==> src/rtl/fc_pkg.sv <==
// fc_pkg: state encodings and default dimensions shared by the FC controller and IFM streamer.
package fc_pkg;
    typedef enum logic [1:0] {IDLE, STREAM, DRAIN, DONE} fc_state_e;
    localparam int FC_IFM_SIZE   = 9162;
    localparam int FC_DATA_WIDTH = 8;
    localparam int FC_ADDR_WIDTH = 14;
endpackage

==> src/rtl/ifm_skid_reg.sv <==
// ifm_skid_reg: one-entry holding register for a read word that returns while the receiver stalls.
module ifm_skid_reg
    import fc_pkg::*;
#(
    parameter int DATA_WIDTH = FC_DATA_WIDTH
) (
    input  logic                  clk1,
    input  logic                  rst_n,
    input  logic                  load,
    input  logic                  drain,
    input  logic [DATA_WIDTH-1:0] din,
    output logic                  full,
    output logic [DATA_WIDTH-1:0] dout
);
    logic                  full_q, full_d;
    logic [DATA_WIDTH-1:0] data_q, data_d;

    always_comb begin
        full_d = load ? 1'b1 : (drain ? 1'b0 : full_q);
        data_d = load ? din : data_q;
    end

    always_ff @(posedge clk1 or negedge rst_n) begin
        if (!rst_n) begin
            full_q <= 1'b0;
            data_q <= '0;
        end else begin
            full_q <= full_d;
            data_q <= data_d;
        end
    end

    assign full = full_q;
    assign dout = data_q;
endmodule

==> src/rtl/fc_ifm_streamer.sv <==
// fc_ifm_streamer: reads one feature map from source memory and presents it word by word,
// honouring a receiver stall without losing or duplicating words.
module fc_ifm_streamer
    import fc_pkg::*;
#(
    parameter int IFM_SIZE   = FC_IFM_SIZE,
    parameter int DATA_WIDTH = FC_DATA_WIDTH,
    parameter int ADDR_WIDTH = FC_ADDR_WIDTH
) (
    input  logic                  clk1,
    input  logic                  rst_n,
    input  logic                  start,
    input  logic [ADDR_WIDTH-1:0] base_addr,
    input  logic                  hold,
    output logic                  mem_rd_en,
    output logic [ADDR_WIDTH-1:0] mem_addr,
    input  logic [DATA_WIDTH-1:0] mem_rdata,
    output logic                  valid_ifm,
    output logic [DATA_WIDTH-1:0] ifm_data,
    output logic                  busy,
    output logic                  done,
    output logic [31:0]           word_count
);
    localparam logic [31:0] LAST = 32'(IFM_SIZE);

    fc_state_e             state_q, state_d;
    logic [31:0]           rd_cnt_q, rd_cnt_d, wc_q, wc_d;
    logic [ADDR_WIDTH-1:0] base_q, base_d;
    logic                  pend_q, valid_q, valid_d, take, skid_full;
    logic [DATA_WIDTH-1:0] data_q, data_d, skid_data;

    ifm_skid_reg #(.DATA_WIDTH(DATA_WIDTH)) u_skid (
        .clk1  (clk1),
        .rst_n (rst_n),
        .load  (pend_q && hold),
        .drain (take && skid_full),
        .din   (mem_rdata),
        .full  (skid_full),
        .dout  (skid_data)
    );

    always_comb begin
        // Reads stop the moment hold rises, so at most one word is ever in flight.
        mem_rd_en = (state_q == STREAM) && !hold && !skid_full && (rd_cnt_q < LAST);
        take      = !hold && (skid_full || pend_q);
        valid_d   = take;
        data_d    = take ? (skid_full ? skid_data : mem_rdata) : data_q;
        wc_d      = take ? wc_q + 32'd1 : wc_q;
        rd_cnt_d  = mem_rd_en ? rd_cnt_q + 32'd1 : rd_cnt_q;
        base_d    = base_q;
        state_d   = state_q;
        case (state_q)
            IDLE: if (start) begin
                state_d  = STREAM;
                base_d   = base_addr;
                rd_cnt_d = '0;
                wc_d     = '0;
            end
            STREAM: if (mem_rd_en && rd_cnt_q == LAST - 32'd1) state_d = DRAIN;
            DRAIN:  if (valid_q && wc_q == LAST) state_d = DONE;
            default: state_d = IDLE;
        endcase
    end

    always_ff @(posedge clk1 or negedge rst_n) begin
        if (!rst_n) begin
            state_q  <= IDLE;
            rd_cnt_q <= '0;
            wc_q     <= '0;
            base_q   <= '0;
            pend_q   <= 1'b0;
            valid_q  <= 1'b0;
            data_q   <= '0;
        end else begin
            state_q  <= state_d;
            rd_cnt_q <= rd_cnt_d;
            wc_q     <= wc_d;
            base_q   <= base_d;
            pend_q   <= mem_rd_en;
            valid_q  <= valid_d;
            data_q   <= data_d;
        end
    end

    assign mem_addr   = base_q + rd_cnt_q[ADDR_WIDTH-1:0];
    assign valid_ifm  = valid_q;
    assign ifm_data   = data_q;
    assign busy       = (state_q == STREAM) || (state_q == DRAIN);
    assign done       = (state_q == DONE);
    assign word_count = wc_q;
endmodule
==> config.mk <==
export PLATFORM = sky130hd
export DESIGN_NAME = fc_ifm_streamer
export DESIGN_NICKNAME = d
export VERILOG_FILES = /design/src/rtl/fc_pkg.sv /design/src/rtl/ifm_skid_reg.sv /design/src/rtl/fc_ifm_streamer.sv
export SDC_FILE = /design/constraint.sdc
export NUM_CORES = 1
export LEC_CHECK = 0
export ABC_AREA = 1
export ABC_CLOCK_PERIOD_IN_PS = 3400
export BUFFER_PORTS_ARGS = -buffer_cell sky130_fd_sc_hd__buf_2
export CAP_MARGIN = 5
export CORE_UTILIZATION = 40
export DETAILED_ROUTE_END_ITERATION = 7
export SYNTH_ARGS = -nofsm -noshare
export SYNTH_HDL_FRONTEND = slang
export SYNTH_HIERARCHICAL = 1
export SYNTH_SLANG_ARGS = --single-unit
==> constraint.sdc <==
create_clock -name clk1 -period 3.4 [get_ports clk1]
set_input_delay 0.34 -clock clk1 [delete_from_list [all_inputs] [get_ports clk1]]
set_output_delay 0.34 -clock clk1 [all_outputs]
set_load 0.1 [all_outputs]
==> results.toml, run 1 <==
[finish]
finalNetCount = 966
final_common_cell = "nand2_1"
n_antenna_cell = 0
final_core_util_pct = 47.5
final_layout_size_suffix_gt1_share_pct = 15.4
syn2layout_area_growth_pct = 15.5
layout_common_cells = "nand2_1, nor2_1, dfrtp_1"

[yosys]
synth_nets = 882
synth_seq_cells = 99
yosys.cell_types.count = 36
postSynthAreaPerCell_um2 = 7.18
mappedNetlistArea_mm2 = 0.00598
syn_inst = 833
ys_seq_area_share_pct = 41.4
ys_warn_count = 6

[clocking]
cts_max_level = 3
cts.sinks = 99
cts_root_buffer = "clkbuf_16"
tritoncts = "done"
postCtsSetupBuffers = 0
cts_buffers = 9
postCtsResizedCells = 0
holdBufCountCts = 0
cts_max_path_buffers = 2
clk_pin_slew_worst_paths_ps = 70
clkLatencyLatePin_ps = 350

[place]
dp_hpwl_mm = 10.8
gp_congestion = 0.837
io_buffers = 83

[grt]
grt_use_met1_pct = 27.6
grt_max_degree = 49
grt_use_total_pct = 19.9
antenna_found_initial = 0
grt_use_met2_pct = 31.5
grt_pass1_wl_mm = 24.9
grt_pass1_vias = 5035
use_met3_pct = 4.21
busiest_layer = "met2"
overflow = 0

[critical_path]
criticalPathCategory = "reg2out"
crit_path_max_incr_delay_ps = 480
cp_cell_sequence = "ha_1 -> inv_1 -> fa_1 -> o21ai_0 -> nand3_1 -> nand3_1 -> xor2_1 -> buf_2"
cp_slowest_cell = "dfrtp_1"
worstPathRequired_ps = 3060
path_max_fanout = 7
crit_arrival_ps = 2770
startpoint_type = "flop"
end_kind = "primary output"
cpMostUsedCell = "nand3_1"

[timing]
slew_violations = 0
rsz0062_at_grt = "false"
hold_violations = 0
clock_skew_ps = 8.86
setup_viol_count_final = 0
fmax_ghz = 0.321
fin_crit_sh_pct = 91.6
worst_pin_slew_ps = 738
final.setup.tns_ps = 0
slew_headroom_pct = 50.8
period_needed_ps = 3110

[floorplanning]
core_area_mm2 = 0.0145
die_width_um = 124
rows = 44
die_h_um = 124
io_pins = 84
start_util_pct = 41.2
fp.dieArea_mm2 = 0.0154

[route]
dr.pass1.iters = 5
wl_per_cell_um = 13.1
postRouteAntennaNets = 0
viasPerCell = 4.83
num_vias = 5342
drt-initial-drc-count = 310
route.detailed.drc = 0
totalWireLength_mm = 14.5

[pwr]
power_mw = 5.59
power_density_mw_per_mm2 = 810
p_leak_nw = 3.56
ir_drop_uv = 716

[min_path]
min_path_type = "in2async"

[outcome]
status = "completed"

[job]
cap_violations = 0
stage by stage:
stage / instance area, µm² / cells / hold WS, ps / setup slack [ps]
floorplan: 5990 / 833 / 44.4 / 36.9
global placement: 6600 / 1090 / 418 / 701
detailed placement: 6600 / 1090 / 409 / 687
CTS: 6910 / 1106 / 22.3 / 292
global route: 6910 / 1106 / 49.0 / 104
finish: 6910 / 1106 / 4.24 / 287
critical path: cells and delay by family, from the launching register on:
kind            cells  cell delay, ps
compound gates      1             410
xor+xnor            1             140
fa+ha+maj           2             640
buf+inv             2             500
flops               1             480
simple gates        2             250
cell usage after synthesis (all sizes together):
cell / number / area [µm²]
nand2: 262 / 1010
nor2: 170 / 729
dfrtp: 99 / 2480
inv: 96 / 360
nand3: 42 / 220
a21oi: 25 / 125
ha: 22 / 275
nand4: 20 / 125
xor2: 18 / 158
nor3: 16 / 90.1
o21ai: 16 / 91.3
a31oi: 10 / 62.6
buf: 9 / 58.8
clkbuf: 7 / 26.3
xnor2: 7 / 61.3
nand3b: 5 / 37.5
a211oi: 2 / 15.0
clkinv: 2 / 7.51
a21o: 1 / 7.51
fa: 1 / 20.0
nor4: 1 / 6.26
o21a: 1 / 7.51
o21bai: 1 / 7.51
sequential cells by signal, indices dropped and copies added, names as in the netlist:
name and flops:
state_q 2, word_count 32, ifm_data 8, rd_cnt_q 32, u_skid/dout 8, valid_ifm 1, u_skid/full 1, base_q 14
pend_q 1
path summary, 6_finish.rpt:
kind | startpoint | end | slack [ps] | cells after the start
worst max-delay path | rd_cnt_q[0]$_DFF_PN0_ | mem_addr[12] | 290 | 8
worst min-delay path | rst_n | word_count[27]$_DFF_PN0_ | 4 | 1
worst max register to register | u_skid/full$_DFFE_PN0P_ | state_q[0]$_DFFE_PN0P_ | 1190 | 10
worst min register to register | u_skid/dout[1]$_DFFE_PN0P_ | u_skid/dout[1]$_DFFE_PN0P_ | 470 | 2
max in group asynchronous | rst_n | base_q[9]$_DFFE_PN0P_ | 2570 | 2
min in group clk1 | base_addr[3] | base_q[3]$_DFFE_PN0P_ | 170 | 3
logic make-up after synthesis:
group / Yosys count / share of synthesized area, %
AND/OR/NAND/NOR: 516 / 37.1
buffers and inverters: 114 / 7.57
flip-flops: 99 / 41.4
AO/OA/AOI/OAI: 56 / 5.29
XOR/XNOR: 25 / 3.66
adder cells (fa/ha/maj): 23 / 4.94
report_power, final:
part / switching (mW) / internal, mW / leakage [nW]
registers: 0.224 / 1.41 / 1.31
logic: 2.35 / 0.539 / 2.10
clock network: 0.480 / 0.587 / 0.152
metal layers:
layer | wire (µm) | part of all wire [%] | vias up
met3 | 446 | 3.1 | 14
met2 | 6770 | 47 | 86
met4 | 127 | 0.88 | 0
li1 | - | - | 2788
met5 | 0 | 0 | -
met1 | 7150 | 49 | 2454
final cells by class:
class | count | area (µm²)
Clock inverter | 6 | 80.1
Timing Repair Buffer | 89 | 463
Multi-Input combinational cell | 620 | 3060
Sequential cell | 99 | 2480
Tap cell | 184 | 230
Fill cell | 1529 | 7630
Inverter | 98 | 368
Clock buffer | 10 | 229
Power figures use the tool's default switching activity.
==> run 2: changes to the inputs <==
==> constraint.sdc (replaced) <==
create_clock -name clk1 -period 3.4 [get_ports clk1]
set_input_delay 0.51 -clock clk1 [delete_from_list [all_inputs] [get_ports clk1]]
set_output_delay 0.51 -clock clk1 [all_outputs]
set_load 0.1 [all_outputs]
==> run 2 against run 1 <==
  * Die area is the same
  * Via count increased by 1.2%
  * First-iteration DRC count up 14%
  * Setup slack got worse by 57 ps
  * Critical endpoint unchanged
  * Largest power group unchanged
  * Non-clock buffer count fell by 1
  * Total power is 0.11% lower
==> results.toml, run 2 (synthesis gave the netlist of run 1 again) <==
[pwr]
combPwrFrac_pct = 51.9
ir_drop_uv = 737
p_sw_mw = 3.08
p_leak_nw = 3.57
p_seq_share_pct = 29.3
clkPwrFrac_pct = 18.9
internal-power_mw = 2.50
swShare_pct = 55.2
power_density_mw_per_mm2 = 806

[route]
postRouteAntennaNets = 0
route.detailed.drc = 0
num_vias = 5405
wl_per_cell_um = 13.3
dr.pass1.iters = 7
drt-initial-drc-count = 352
totalWireLength_mm = 14.7
viasPerCell = 4.89

[clocking]
tritoncts = "done"
cts.sinks = 99
cts_max_path_buffers = 2
clk_pin_slew_worst_paths_ps = 80
cts_max_level = 3
cts_root_buffer = "clkbuf_16"
cts_buffers = 9
holdBufCountCts = 0
postCtsSetupBuffers = 0
clkLatencyLatePin_ps = 360

[finish]
finalNetCount = 965
n_antenna_cell = 0
layout_common_cells = "nand2_1, nor2_1, dfrtp_1"
finalNonFillerCells = 1105
fin_area_mm2 = 0.00693
final_common_cell = "nand2_1"
syn2layout_area_growth_pct = 15.8
final_layout_size_suffix_gt1_share_pct = 15.6

[grt]
grt_pass1_vias = 5108
grt_use_total_pct = 20.2
overflow = 0
grt_pass1_wl_mm = 25.2
antenna_found_initial = 0
grt_max_degree = 57

[timing]
rsz0062_at_grt = "false"
fin_crit_sh_pct = 93.3
slew_headroom_pct = 47.6
setup_viol_count_final = 0
worst_pin_slew_ps = 785
hold_violations = 0
period_needed_ps = 3170
fmax_ghz = 0.315
clock_skew_ps = 11.8
final.setup.tns_ps = 0
slew_violations = 0

[critical_path]
crit_arrival_ps = 2660
cpMostUsedCell = "nand3_1"
path_max_fanout = 7
criticalPathCategory = "reg2out"
cp_slowest_cell = "dfrtp_1"
cp.buffers_inverters = 2
startpoint_type = "flop"
critPathLaunch = "rd_cnt_q[0]$_DFF_PN0_"
cp_cell_sequence = "ha_1 -> inv_1 -> fa_1 -> o21ai_1 -> nand3_1 -> nand3_1 -> xor2_2 -> buf_2"
worstPathRequired_ps = 2890
critPathTopFamily = "adder cells"
rr_worst_depth = 9
crit_path_max_incr_delay_ps = 470
end_kind = "primary output"
critical_path_depth = 8
r2r_start = "u_skid/full$_DFFE_PN0P_"

[floorplanning]
die_h_um = 124
rows = 44
core_area_mm2 = 0.0145
start_util_pct = 41.2
fp.dieArea_mm2 = 0.0154
die_width_um = 124
io_pins = 84

[place]
dp_hpwl_mm = 10.7
dpl_cell_area_mm2 = 0.00662
io_buffers = 83
gp_congestion = 0.845
dpl.cell_count = 1089

[job]
cap_violations = 0

[outcome]
status = "completed"

[min_path]
min_path_type = "in2async"
[run 2: path summary, 6_finish.rpt]
path	endpoint	slack, ps
min in group clk1	base_q[10]$_DFFE_PN0P_	350
hold reg to reg	u_skid/dout[2]$_DFFE_PN0P_	470
setup reg to reg	word_count[19]$_DFF_PN0_	1370
hold / removal	rd_cnt_q[19]$_DFF_PN0_	230
setup / recovery	mem_addr[12]	230
max in group asynchronous	base_q[2]$_DFFE_PN0P_	2470
[run 2: worst register-to-register path, delay by kind of cell, from the launching register on]
| family | cells | cell delay (ps) |
|---|---|---|
| XOR/XNOR | 1 | 130 |
| AND/OR/NAND/NOR | 7 | 810 |
| flip-flops | 1 | 650 |
| buffers and inverters | 1 | 280 |
[run 2: through the flow]
step	hold WS, ps	setup WS (ps)	util, %	power (mW)
2_1_floorplan	214	45.8	-	4.03
3_3_place_gp	454	517	45.5	4.56
3_5_place_dp	460	508	45.5	4.57
4_1_cts	255	109	47.7	5.65
5_1_grt	295	72.4	47.7	5.91
6_report	231	229	47.7	5.59
[run 2: final cells by class]
class                      count  area (µm²)
fill                        1505        7610
inverter                      98         368
tap                          184         230
sequential                    99        2480
clock buffer                  10         239
clock inverter                 6        71.3
multi-input combinational    620        3070
timing repair buffer          88         468
[run 2: repair_timing]
item | CTS | global route
endpoints found under the setup margin | 0 | 1
gates resized for setup | 0 | 1
endpoints found under the hold margin | 0 | 0
[run 2: power by group through the flow]
| stage | combinational (mW) | clock [mW] | sequential, mW |
|---|---|---|---|
| global route | 3.11 | 1.13 | 1.67 |
| finish | 2.90 | 1.05 | 1.64 |
| floorplan | 1.85 | 0 | 2.18 |
| CTS | 2.92 | 1.09 | 1.64 |
| detailed placement | 2.91 | 0 | 1.66 |
| global placement | 2.91 | 0 | 1.65 |
[run 2: layer usage]
layer	part of all wire [%]	GRT usage [%]	routed length (µm)	vias up
met4	1.4	6.59	202	0
met1	49	27.8	7130	2486
met2	46	31.8	6740	117
met3	4.1	3.78	602	18
li1	-	-	-	2784
met5	0	0	0	-
==> run 3: changes to the inputs <==
==> constraint.sdc (replaced) <==
create_clock -name clk1 -period 3.4 [get_ports clk1]
set_input_delay 0.68 -clock clk1 [delete_from_list [all_inputs] [get_ports clk1]]
set_output_delay 0.68 -clock clk1 [all_outputs]
set_load 0.1 [all_outputs]
==> run 3 against run 2 <==
  * Routed wire length down 0.88%
  * First-iteration DRC count down 27%
  * Setup slack worse by 13 ps
  * Via count down 1.6%
  * Cell area up 1.1%
  * Global-route usage down 0.45 points
  * Count of clock-buffer cells in the layout down 1
  * Sequential power about the same
  * Critical path depth unchanged
  * Core utilization up 0.53 points
  * Clock power up 6%
  * Maximum frequency down 0.39%
  * Largest power group unchanged
==> results.toml, run 3 (synthesis gave the netlist of run 1 again) <==
[clocking]
postCtsSetupBuffers = 0
clkLatencyLatePin_ps = 360
cts.sinks = 99
postCtsResizedCells = 0
cts_root_buffer = "clkbuf_16"
clk_pin_slew_worst_paths_ps = 80
tritoncts = "done"
cts_buffers = 9
cts_max_level = 3
cts_max_path_buffers = 2
holdBufCountCts = 0

[critical_path]
crit_path_max_incr_delay_ps = 470
path_max_fanout = 7
criticalPathCategory = "reg2out"
end_kind = "primary output"
worstPathRequired_ps = 2720
r2r_start = "state_q[1]$_DFFE_PN0P_"
critPathTopFamily = "adder cells"
cp_slowest_cell = "dfrtp_1"
regToRegEndpoint = "rd_cnt_q[1]$_DFF_PN0_"
cp_cell_sequence = "ha_1 -> inv_1 -> fa_1 -> o21ai_0 -> buf_4 -> a21oi_1 -> xnor2_2 -> buf_2"
cp.buffers_inverters = 3
startpoint_type = "flop"
crit_arrival_ps = 2500
reg2reg_slack_ps = 1330
rr_worst_depth = 11
critical_path_depth = 8

[pwr]
p_seq_share_pct = 28.3
power_mw = 5.70
swShare_pct = 54.3
p_sw_mw = 3.10
clkPwrFrac_pct = 19.5
combPwrFrac_pct = 52.2
ir_drop_uv = 648
p_leak_nw = 3.60
power_density_mw_per_mm2 = 814
internal-power_mw = 2.60

[finish]
n_antenna_cell = 0
fin_area_mm2 = 0.00700
final_layout_size_suffix_gt1_share_pct = 16.1
final_common_cell = "nand2_1"
layout_common_cells = "nand2_1, nor2_1, dfrtp_1"
syn2layout_area_growth_pct = 17.1
fillCellCount = 1494
finalNetCount = 968

[route]
totalWireLength_mm = 14.5
num_vias = 5319
viasPerCell = 4.80
drt-initial-drc-count = 256
dr.pass1.iters = 7
wl_per_cell_um = 13.1
route.detailed.drc = 0
postRouteAntennaNets = 0

[floorplanning]
start_util_pct = 41.2
fp.dieArea_mm2 = 0.0154
die_width_um = 124
core_area_mm2 = 0.0145
io_pins = 84
rows = 44
die_h_um = 124

[timing]
fin_crit_sh_pct = 93.6
final.setup.tns_ps = 0
period_needed_ps = 3180
setup_viol_count_final = 0
hold_violations = 0
layout_setup_ws_ps = 217
fmax_ghz = 0.314
slew_violations = 0
slew_headroom_pct = 54.9
rsz0062_at_grt = "false"
worst_pin_slew_ps = 675
clock_skew_ps = 9.65

[grt]
antenna_found_initial = 0
grt_use_met1_pct = 27.1
overflow = 0
busiest_layer = "met2"
grt_use_total_pct = 19.7
use_met3_pct = 3.82
grt_use_met2_pct = 31.9
grt_pass1_wl_mm = 24.8
grt_max_degree = 100
grt_pass1_vias = 5043

[place]
dp_hpwl_mm = 10.6
dpl_cell_area_mm2 = 0.00668
gp_congestion = 0.809
post-place-ws_ps = 521
io_buffers = 83

[outcome]
status = "completed"

[min_path]
min_path_type = "in2async"

[job]
cap_violations = 0
-- run 3: layer usage --
layer | share of wire [%] | up-vias
li1 | - | 2774
met1 | 49 | 2424
met2 | 46 | 111
met3 | 4.1 | 10
met4 | 0.83 | 0
met5 | 0 | -
-- run 3: how the worst max path moves through the flow --
stage / startpoint / slack, ps / endpoint
after floorplan: rd_cnt_q[6]$_DFF_PN0_ / -0.1 / mem_addr[7]
after global placement: hold / 570 / mem_rd_en
after detailed placement: hold / 520 / mem_rd_en
after CTS: rd_cnt_q[0]$_DFF_PN0_ / 190 / mem_addr[8]
after global routing: rd_cnt_q[0]$_DFF_PN0_ / 70 / mem_addr[8]
final: rd_cnt_q[0]$_DFF_PN0_ / 220 / mem_addr[8]
-- run 3: metrics by stage --
stage                     cells  hold WS [ps]  utilization (%)
final                      1108           381             48.2
after global routing       1108           426             48.2
after CTS                  1108           408             48.2
after detailed placement   1092           459             46.0
after global placement     1092           454             46.0
after floorplan             833           384                -
-- run 3: area by class of cell --
cell class              instances  area [µm²]  share of cell area (%)
well taps                     184         230                    3.29
multi-input cells             620        3090                    44.1
clock inverters                 7        93.8                    1.34
repair buffers                 91         520                    7.43
inverters                      98         368                    5.25
flip-flops and latches         99        2480                    35.4
clock buffers                   9         225                    3.22
-- run 3: power groups by stage --
stage	combinational [mW]	sequential (mW)	clock, mW
after floorplan	1.86	2.18	0
after global placement	2.98	1.63	0
after detailed placement	3.00	1.63	0
after CTS	3.00	1.61	1.15
after global routing	3.17	1.64	1.19
final	2.97	1.61	1.11
